===== config.mk =====
export PLATFORM = sky130hd
export DESIGN_NAME = mem_write_monitor_flat
export DESIGN_NICKNAME = d
export VERILOG_FILES = /design/src/rtl/mem_write_monitor_if.sv /design/src/rtl/mem_write_monitor.sv /design/src/flat_wrapper.sv
export SDC_FILE = /design/constraint.sdc
export NUM_CORES = 1
export LEC_CHECK = 0
export ABC_AREA = 1
export BUFFER_PORTS_ARGS = -buffer_cell sky130_fd_sc_hd__buf_2
export CAP_MARGIN = 15
export CORE_ASPECT_RATIO = 0.6
export CORE_MARGIN = 8
export CORE_UTILIZATION = 53
export CTS_CLUSTER_SIZE = 25
export DETAILED_ROUTE_END_ITERATION = 8
export PLACE_DENSITY = 0.88
export SLEW_MARGIN = 10
export SYNTH_ARGS = -nofsm -noshare
export SYNTH_HDL_FRONTEND = slang
export SYNTH_SLANG_ARGS = --single-unit

===== constraint.sdc =====
create_clock -name clk -period 2.4 [get_ports clk]
set_input_delay 0.12 -clock clk [delete_from_list [all_inputs] [get_ports clk]]
set_output_delay 0.12 -clock clk [all_outputs]
set_load 0.02 [all_outputs]

===== src/rtl/mem_write_monitor_if.sv =====
// Data-memory write port as seen between the processor and anything observing it.
// The processor drives it (master); monitors only listen (slave).
interface mem_write_monitor_if;
    logic        memwrite;
    logic [31:0] dataadr;
    logic [31:0] writedata;

    modport master (output memwrite, dataadr, writedata);
    modport slave  (input  memwrite, dataadr, writedata);
endinterface


===== src/rtl/mem_write_monitor.sv =====
// Self-check monitor for the data-memory write port: arm with an expected
// address/data pair, report pass on a matching write or fail after TIMEOUT RUN cycles.
module mem_write_monitor #(
    parameter logic [31:0] TIMEOUT = 32'd200
) (
    input  logic                clk,
    input  logic                reset,
    input  logic                start,
    input  logic [31:0]         exp_adr,
    input  logic [31:0]         exp_data,
    mem_write_monitor_if.slave  bus,
    output logic                busy,
    output logic                done,
    output logic                pass,
    output logic [31:0]         cycles,
    output logic [7:0]          bad_writes,
    output logic [31:0]         first_bad_adr,
    output logic [31:0]         first_bad_data,
    output logic [1:0]          dbg_state
);
    // start is a request with no acknowledge: it is taken at a rising edge only
    // while busy=0 (IDLE or DONE); busy=1 on the next cycle confirms acceptance.
    typedef enum logic [1:0] {
        IDLE = 2'd0,
        RUN  = 2'd1,
        DONE = 2'd2
    } state_t;

    state_t      state, state_n;
    logic [31:0] exp_adr_q, exp_adr_n;
    logic [31:0] exp_data_q, exp_data_n;
    logic [31:0] cycles_n;
    logic [7:0]  bad_n;
    logic [31:0] fb_adr_n, fb_data_n;
    logic        pass_n;
    logic        match;
    logic [31:0] cycles_inc;

    assign match      = bus.memwrite && (bus.dataadr == exp_adr_q)
                                     && (bus.writedata == exp_data_q);
    assign cycles_inc = cycles + 32'd1;

    always_ff @(posedge clk or negedge reset) begin
        if (!reset) begin
            state          <= IDLE;
            exp_adr_q      <= '0;
            exp_data_q     <= '0;
            cycles         <= '0;
            bad_writes     <= '0;
            first_bad_adr  <= '0;
            first_bad_data <= '0;
            pass           <= 1'b0;
        end else begin
            state          <= state_n;
            exp_adr_q      <= exp_adr_n;
            exp_data_q     <= exp_data_n;
            cycles         <= cycles_n;
            bad_writes     <= bad_n;
            first_bad_adr  <= fb_adr_n;
            first_bad_data <= fb_data_n;
            pass           <= pass_n;
        end
    end

    always_comb begin
        state_n    = state;
        exp_adr_n  = exp_adr_q;
        exp_data_n = exp_data_q;
        cycles_n   = cycles;
        bad_n      = bad_writes;
        fb_adr_n   = first_bad_adr;
        fb_data_n  = first_bad_data;
        pass_n     = pass;

        case (state)
            IDLE, DONE: begin
                if (start) begin
                    state_n    = RUN;
                    exp_adr_n  = exp_adr;
                    exp_data_n = exp_data;
                    cycles_n   = '0;
                    bad_n      = '0;
                    fb_adr_n   = '0;
                    fb_data_n  = '0;
                    pass_n     = 1'b0;
                end
            end
            RUN: begin
                cycles_n = cycles_inc;
                if (match) begin
                    // A match on the final budgeted cycle still counts as pass.
                    state_n = DONE;
                    pass_n  = 1'b1;
                end else begin
                    if (bus.memwrite) begin
                        if (bad_writes != 8'hff) bad_n = bad_writes + 8'd1;
                        if (bad_writes == 8'h00) begin
                            fb_adr_n  = bus.dataadr;
                            fb_data_n = bus.writedata;
                        end
                    end
                    if (cycles_inc == TIMEOUT) begin
                        state_n = DONE;
                        pass_n  = 1'b0;
                    end
                end
            end
            default: state_n = IDLE;
        endcase
    end

    assign busy      = (state == RUN);
    assign done      = (state == DONE);
    assign dbg_state = state;
endmodule

===== src/flat_wrapper.sv =====
// flat-port wrapper written by rule: the top's interface ports become plain ports
module mem_write_monitor_flat 
#(
    parameter logic [31:0] TIMEOUT = 32'd200
)
  (clk, reset, start, exp_adr, exp_data, busy, done, pass, cycles, bad_writes, first_bad_adr, first_bad_data, dbg_state, bus_memwrite, bus_dataadr, bus_writedata);
  mem_write_monitor_if bus_i ();
  input  logic clk;
  input  logic reset;
  input  logic start;
  input  logic [31:0] exp_adr;
  input  logic [31:0] exp_data;
  output logic busy;
  output logic done;
  output logic pass;
  output logic [31:0] cycles;
  output logic [7:0] bad_writes;
  output logic [31:0] first_bad_adr;
  output logic [31:0] first_bad_data;
  output logic [1:0] dbg_state;
  input wire logic [$bits(bus_i.memwrite)-1:0] bus_memwrite;
  input wire logic [$bits(bus_i.dataadr)-1:0] bus_dataadr;
  input wire logic [$bits(bus_i.writedata)-1:0] bus_writedata;
  assign bus_i.memwrite = bus_memwrite;
  assign bus_i.dataadr = bus_dataadr;
  assign bus_i.writedata = bus_writedata;
  mem_write_monitor #(.TIMEOUT(TIMEOUT)) u_core (.clk(clk), .reset(reset), .start(start), .exp_adr(exp_adr), .exp_data(exp_data), .bus(bus_i), .busy(busy), .done(done), .pass(pass), .cycles(cycles), .bad_writes(bad_writes), .first_bad_adr(first_bad_adr), .first_bad_data(first_bad_data), .dbg_state(dbg_state));
endmodule

# [Word level (Yosys, flattened, before mapping)]
# Index checks and enable logic that the tools add are counted.
[op_classes] n_addsub=2 n_eq_ne=12 muxes=23 reduce_logical=12
[op_table] operator="2-to-1 mux 32 bit" n=7
[op_table] operator="case mux 32 bit (2 select lines)" n=3
[op_table] operator="== test 32 bit" n=2
[op_table] operator="adder 32 x 1 -> 32 bit, second input constant" n=1
[op_table] operator="== test 32 x 8 -> 1 bit, second input constant" n=1
[op_table] operator="2-to-1 mux 8 bit" n=4
[op_table] operator="case mux 8 bit (2 select lines)" n=1
[op_table] operator="AND reduction 5 bit" n=2
[op_table] operator="adder 8 x 1 -> 8 bit, second input constant" n=1
[op_table] operator="logical NOT 8 bit" n=1
[op_table] operator="!= test 8 bit, second input constant" n=1
[op_table] operator="2-to-1 mux 2 bit" n=3
[op_table] operator="!= test 2 x 1 -> 1 bit, second input constant" n=3
[op_table] operator="AND reduction 2 bit" n=3
[op_table] operator="!= test 2 bit, second input constant" n=2
[op_table] operator="case mux 2 bit (2 select lines)" n=1
[op_table] operator="2-to-1 mux 1 bit" n=3
[op_table] operator="!= test 3 x 1 -> 1 bit, second input constant" n=1
[op_table] operator="AND reduction 3 bit" n=1
[op_table] operator="== test 2 x 1 -> 1 bit, second input constant" n=1
[op_table] operator="== test 2 bit, second input constant" n=1
[op_table] operator="logical AND 1 bit" n=2
[op_table] operator="logical NOT 2 bit" n=1
[op_table] operator="case mux 1 bit (2 select lines)" n=1
[op_table] operator="other kinds (2)" n=2
[totals] reg_bits=171 in_bits=132 output_inout_bits=109 word_cells=57

# [Longest topological paths before layout]
[depth] depth_word=5 depth_mapped=16 ltp_nobuf=16

# [Worst setup path before layout]
# No wires, ideal clock.
[synth_path] path_kind="reg2reg" start="register u_core.cycles[1]" end="register u_core.pass" setup_time_ns=0.120 t_arrival_ns=1.901 required_time_ns=2.280 path_slack_ns=0.379 path_stages_with_launch=17 path_buffers=0 period_less_slack_ns=2.021 path_cell_list="dfrtp_1 ha_1 nand2_1 nor2_2 nand2_2 nor2_4 nand2_1 nand2_1 nand2_1 nor2_1 nand2_1 nor2_1 nand3_1 nand2_1 nand2_1 nand2_1 nand2_1"
[synth_between] elab_chain_len=4
[synth_lines] item="from (decl)" line="mem_write_monitor.sv:15" source="output logic [31:0] cycles,"
[synth_lines] item="from (signal assigned)" line="mem_write_monitor.sv:57" source="cycles <= cycles_n;"
[synth_lines] item="adder 32 x 1 -> 32 bit" line="mem_write_monitor.sv:41" source="assign cycles_inc = cycles + 32'd1;"
[synth_lines] item="== test 32 x 8 -> 1 bit" line="mem_write_monitor.sv:102" source="if (cycles_inc == TIMEOUT) begin"
[synth_lines] item="!= test 3 x 1 -> 1 bit (no source line)"
[synth_lines] item="AND reduction 3 bit (no source line)"
[synth_lines] item="to (signal assigned)" line="mem_write_monitor.sv:61" source="pass <= pass_n;"
[synth_lines] item="to (decl)" line="mem_write_monitor.sv:14" source="output logic pass,"
# No other way between the ends.
# A chain may end at the register's enable or synchronous reset.

# [Worst setup path after layout]
[layout_path] start="input bus_writedata[16]" end="register u_core.first_bad_data[15]"
[layout_between] elab_chain_len=4
[layout_lines] item="from (decl)" line="flat_wrapper.sv:23" source="input wire logic [$bits(bus_i.writedata)-1:0] bus_writedata;"
[layout_lines] item="== test 32 bit" line="mem_write_monitor.sv:40" source="&& (bus.writedata == exp_data_q);"
[layout_lines] item="logical AND 1 bit" line="mem_write_monitor.sv:40"
[layout_lines] item="!= test 2 bit (no source line)"
[layout_lines] item="AND reduction 5 bit (no source line)"
[layout_lines] item="to (signal assigned)" line="mem_write_monitor.sv:60" source="first_bad_data <= fb_data_n;"
[layout_lines] item="to (decl)" line="mem_write_monitor.sv:18" source="output logic [31:0] first_bad_data,"
# No other way between the ends.

==> summary.md <==
| Metric | Value |
|---|---|
| Outcome | finished clean |
| Worst EP required | 2.69 ns |
| Final instance area | approximately 12000 sq um |
| Netlist cell types | 32 |
| Fin util | 0.746 |
| Crit. End Element | flip-flop |
| Sequential area share after synthesis | 0.497 |
| Gpl congestion | 1.01 |
| Die area | 20700 sq um |
| Post-synth top area share | 0.497 |
| Met2 usage | 0.455 |
| Ports | approximately 240 |
| CTS Buf Count | 17 |
| Vert. Die Dim | 115 um |
| LEAKAGE | 5.90 nW |
| Final-layout fill cell count | approximately 1100 |
| Hold Crit Class | input port to flip-flop |
| Final count of pins violating max slew | 0 |
| Ranking of synthesized cells by area | dfrtp_1 50%, nand2_1 15%, mux2_2 5.4% |
| Final-stage net count | 1559 |
| Achievable frequency | 439 MHz |
| Htree depth | 4 |
| CTS clk-pin slew, worst paths | approximately 0.07 ns |
| Die W | 180 um |
| Final period utilization | 0.950 |
| DRT antenna net count | 0 |
| Max incr delay on CP | 0.54 ns |
| GR peak layer | met2 |
| Cells after synthesis | 1063 |
| GRT overflow | 0 |
| Drt total wl | 30000 um |
| Largest net degree at the start of global routing | ~110 |
| Post-route insts no fill | 1650 |
| GR Layer Usage met1 | 0.354 |
| Residual DRC | 0 |
| Reg2reg setup slack | 0.13 ns |
| Setup Viol. Count Final | 0 |
| Number of synthesized register bits | 171 |
| Post-DP Area | 10000 sq um |
| Yosys Warn Count | 0 |
| Top cells by instance count after synthesis | 344 x nand2_1, 171 x dfrtp_1, 109 x nor2_1 |
| Crit-path max FO | 56 |
| CTS tree | yes |
| Syn_area_per_cell | 8.09 sq um |
| Port buffer count | 240 |
| Starting Density | 0.537 |
| Routed len/inst | 18.2 um |
| Count leader, synth | nand2_1 |
| Critical Path AT | 2.57 ns |
| Total chip power | 0.0136 W |
| Max-Cap Viols | 0 |
| Core ar. | between 15000 and 20000 sq um |
| CP cell instances | dlygate4sd3_1 -> buf_2 -> xnor2_1 -> nand3_1 -> nor2_1 -> nand2_1 -> nor2_1 -> nand4_1 -> nand3b_1 -> buf_12 -> buf_12 -> o21ai_1 |
| Clk buf depth | 2 |
| Critical path buffer and inverter count | 4 |
| GRT Overall Usage | 0.283 |
| Syn Std Cell Area | around 8600 sq um |
| Number of global-route vias before repair | 9038 |
| Vias | 8951 |
| Min Tclk post-route | 2.28 ns |
| Setup CP Type | input port to flip-flop |
| Area leader, netlist | dfrtp_1 |
| CP startpoint kind | input port |
| Main synth FF type | dfrtp_1 |
| Cell Rows | 36 |
| First-pass GRT wire length | 47100 um |
| Worst-skew pair later-pin latency | 0.42 ns |
| Post-synth EDFFs | 0 |
| Met3 Use GR | 0.0802 |
| CP max stage cell | dlygate4sd3_1 |
| Slew @ Worst Pin | 0.781 ns |
| Area growth from synthesis to layout | 39.0% |
| Vias/cell | roughly 5.4 |
| Initial DRC count | 942 |
| Hpwl dp | 19000 um |
| Fin. Hold Viols | 0 |
| Layout Skew | 0.0162 ns |
| Family with the most delay on the worst path | buffers and inverters |
| Worst VDD drop | 708 uV |
| P per Cell Area | around 1100 nW/um^2 |
| Layout cell share with drive strength beyond 1 | 0.246 |
| Syn_nets | 1199 |
| CTS Root Cell | clkbuf_16 |
| Async set or reset register ratio after synthesis | 1.00 |
| Iteration count of the initial detailed-routing pass | 6 |
| Initial antenna violation count | 5 |
| Dpl cells | about 1500 |
| Max-slew headroom | 0.480 |
| TritonCTS Sinks | approximately 170 |
==> layout by cell type, fill, tap and decap left out, drive strengths merged <==
master,netlist,final
xnor2,16,16
nand3,40,40
nand2,348,348
ha,4,4
inv,83,92
nor2,120,120
o21ai,119,119
clkinvlp,0,1
o2bb2ai,1,1
a21oi,23,23
or2,6,6
nand3b,2,2
dlygate4sd3,0,126
a41oi,1,1
dfrtp,171,171
o22ai,11,11
nand4,6,6
xor2,27,27
buf,22,252
clkinv,0,4
clkbuf,16,19
and2,1,1
nor3,5,5
diode,0,5
mux2,41,41
==> cells by family after synthesis <==
| family | Yosys count | synth area share |
|---|---|---|
| flops | 171 | 0.497 |
| xor+xnor | 43 | 0.0438 |
| simple gates | 528 | 0.251 |
| buf+inv | 121 | 0.0557 |
| compound gates | 155 | 0.0926 |
| fa+ha+maj | 4 | 0.00582 |
| mux | 41 | 0.0537 |
==> through the flow <==
step	hold WS [ns]	setup TNS [ns]	worst slack [ns]
after floorplan	-0.176	0	0.379
after global placement	0.157	0	0.196
after detailed placement	0.161	0	0.0919
after CTS	0.000539	0	0.0569
after global routing	0.00983	-0.0765	-0.0454
final	0.0152	0	0.120
==> path summary, 6_finish.rpt <==
path,startpoint,endpoint,cells after the start
hold / removal,bus_writedata[29],u_core.first_bad_data[29]$_DFFE_PN0P_,3
setup / recovery,bus_writedata[16],u_core.first_bad_data[15]$_DFFE_PN0P_,12
hold reg to reg,u_core.first_bad_adr[24]$_DFFE_PN0P_,u_core.first_bad_adr[24]$_DFFE_PN0P_,2
setup reg to reg,u_core.exp_data_q[16]$_DFFE_PN0P_,u_core.first_bad_data[15]$_DFFE_PN0P_,10
max in group asynchronous,reset,u_core.exp_adr_q[26]$_DFFE_PN0P_,3
min in group asynchronous,reset,u_core.cycles[5]$_DFFE_PN0P_,2
==> where the power goes <==
group          internal, W  switching (W)
registers          0.00399       0.000906
clock network      0.00142        0.00129
logic              0.00213        0.00383
total              0.00753        0.00603
==> flip-flops by register name, summed over array words and instances, names as in the netlist <==
register and count:
u_core.first_bad_data 32, u_core.pass 1, u_core.bad_writes 8, u_core.exp_adr_q 32, u_core.exp_data_q 32, u_core.cycles 32, u_core.first_bad_adr 32, u_core.dbg_state 2
==> routing by layer <==
metal	part of all wire	vias to the layer above
met5	0	-
met4	0.037	0
met3	0.096	105
met2	0.46	595
met1	0.41	4129
li1	-	4122
==> tightest hold or removal path: stages <==
cell and delay [ns]:
buf_2 0.12, nand2_1 0.06, o21ai_1 0.07
==> area by class of cell <==
cell class / count / area, sq um / share of cell area
antenna: 5 / 12.5 / 0.00105
clock buffer: 18 / 439 / 0.0367
clock inverter: 14 / 141 / 0.0118
inverter: 83 / 312 / 0.0260
multi-input combinational: 771 / 3860 / 0.323
sequential: 171 / 4280 / 0.358
tap: 209 / 262 / 0.0219
timing repair buffer: 379 / 2650 / 0.222
==> what timing repair did <==
item	4_1_cts	5_1_grt
buffers inserted	0	1
hold buffers	126	0
gates resized for setup	0	6
endpoints found under the hold margin	185	0
setup endpoints to repair	0	58
Note: power is estimated with default switching activity, not from simulation.
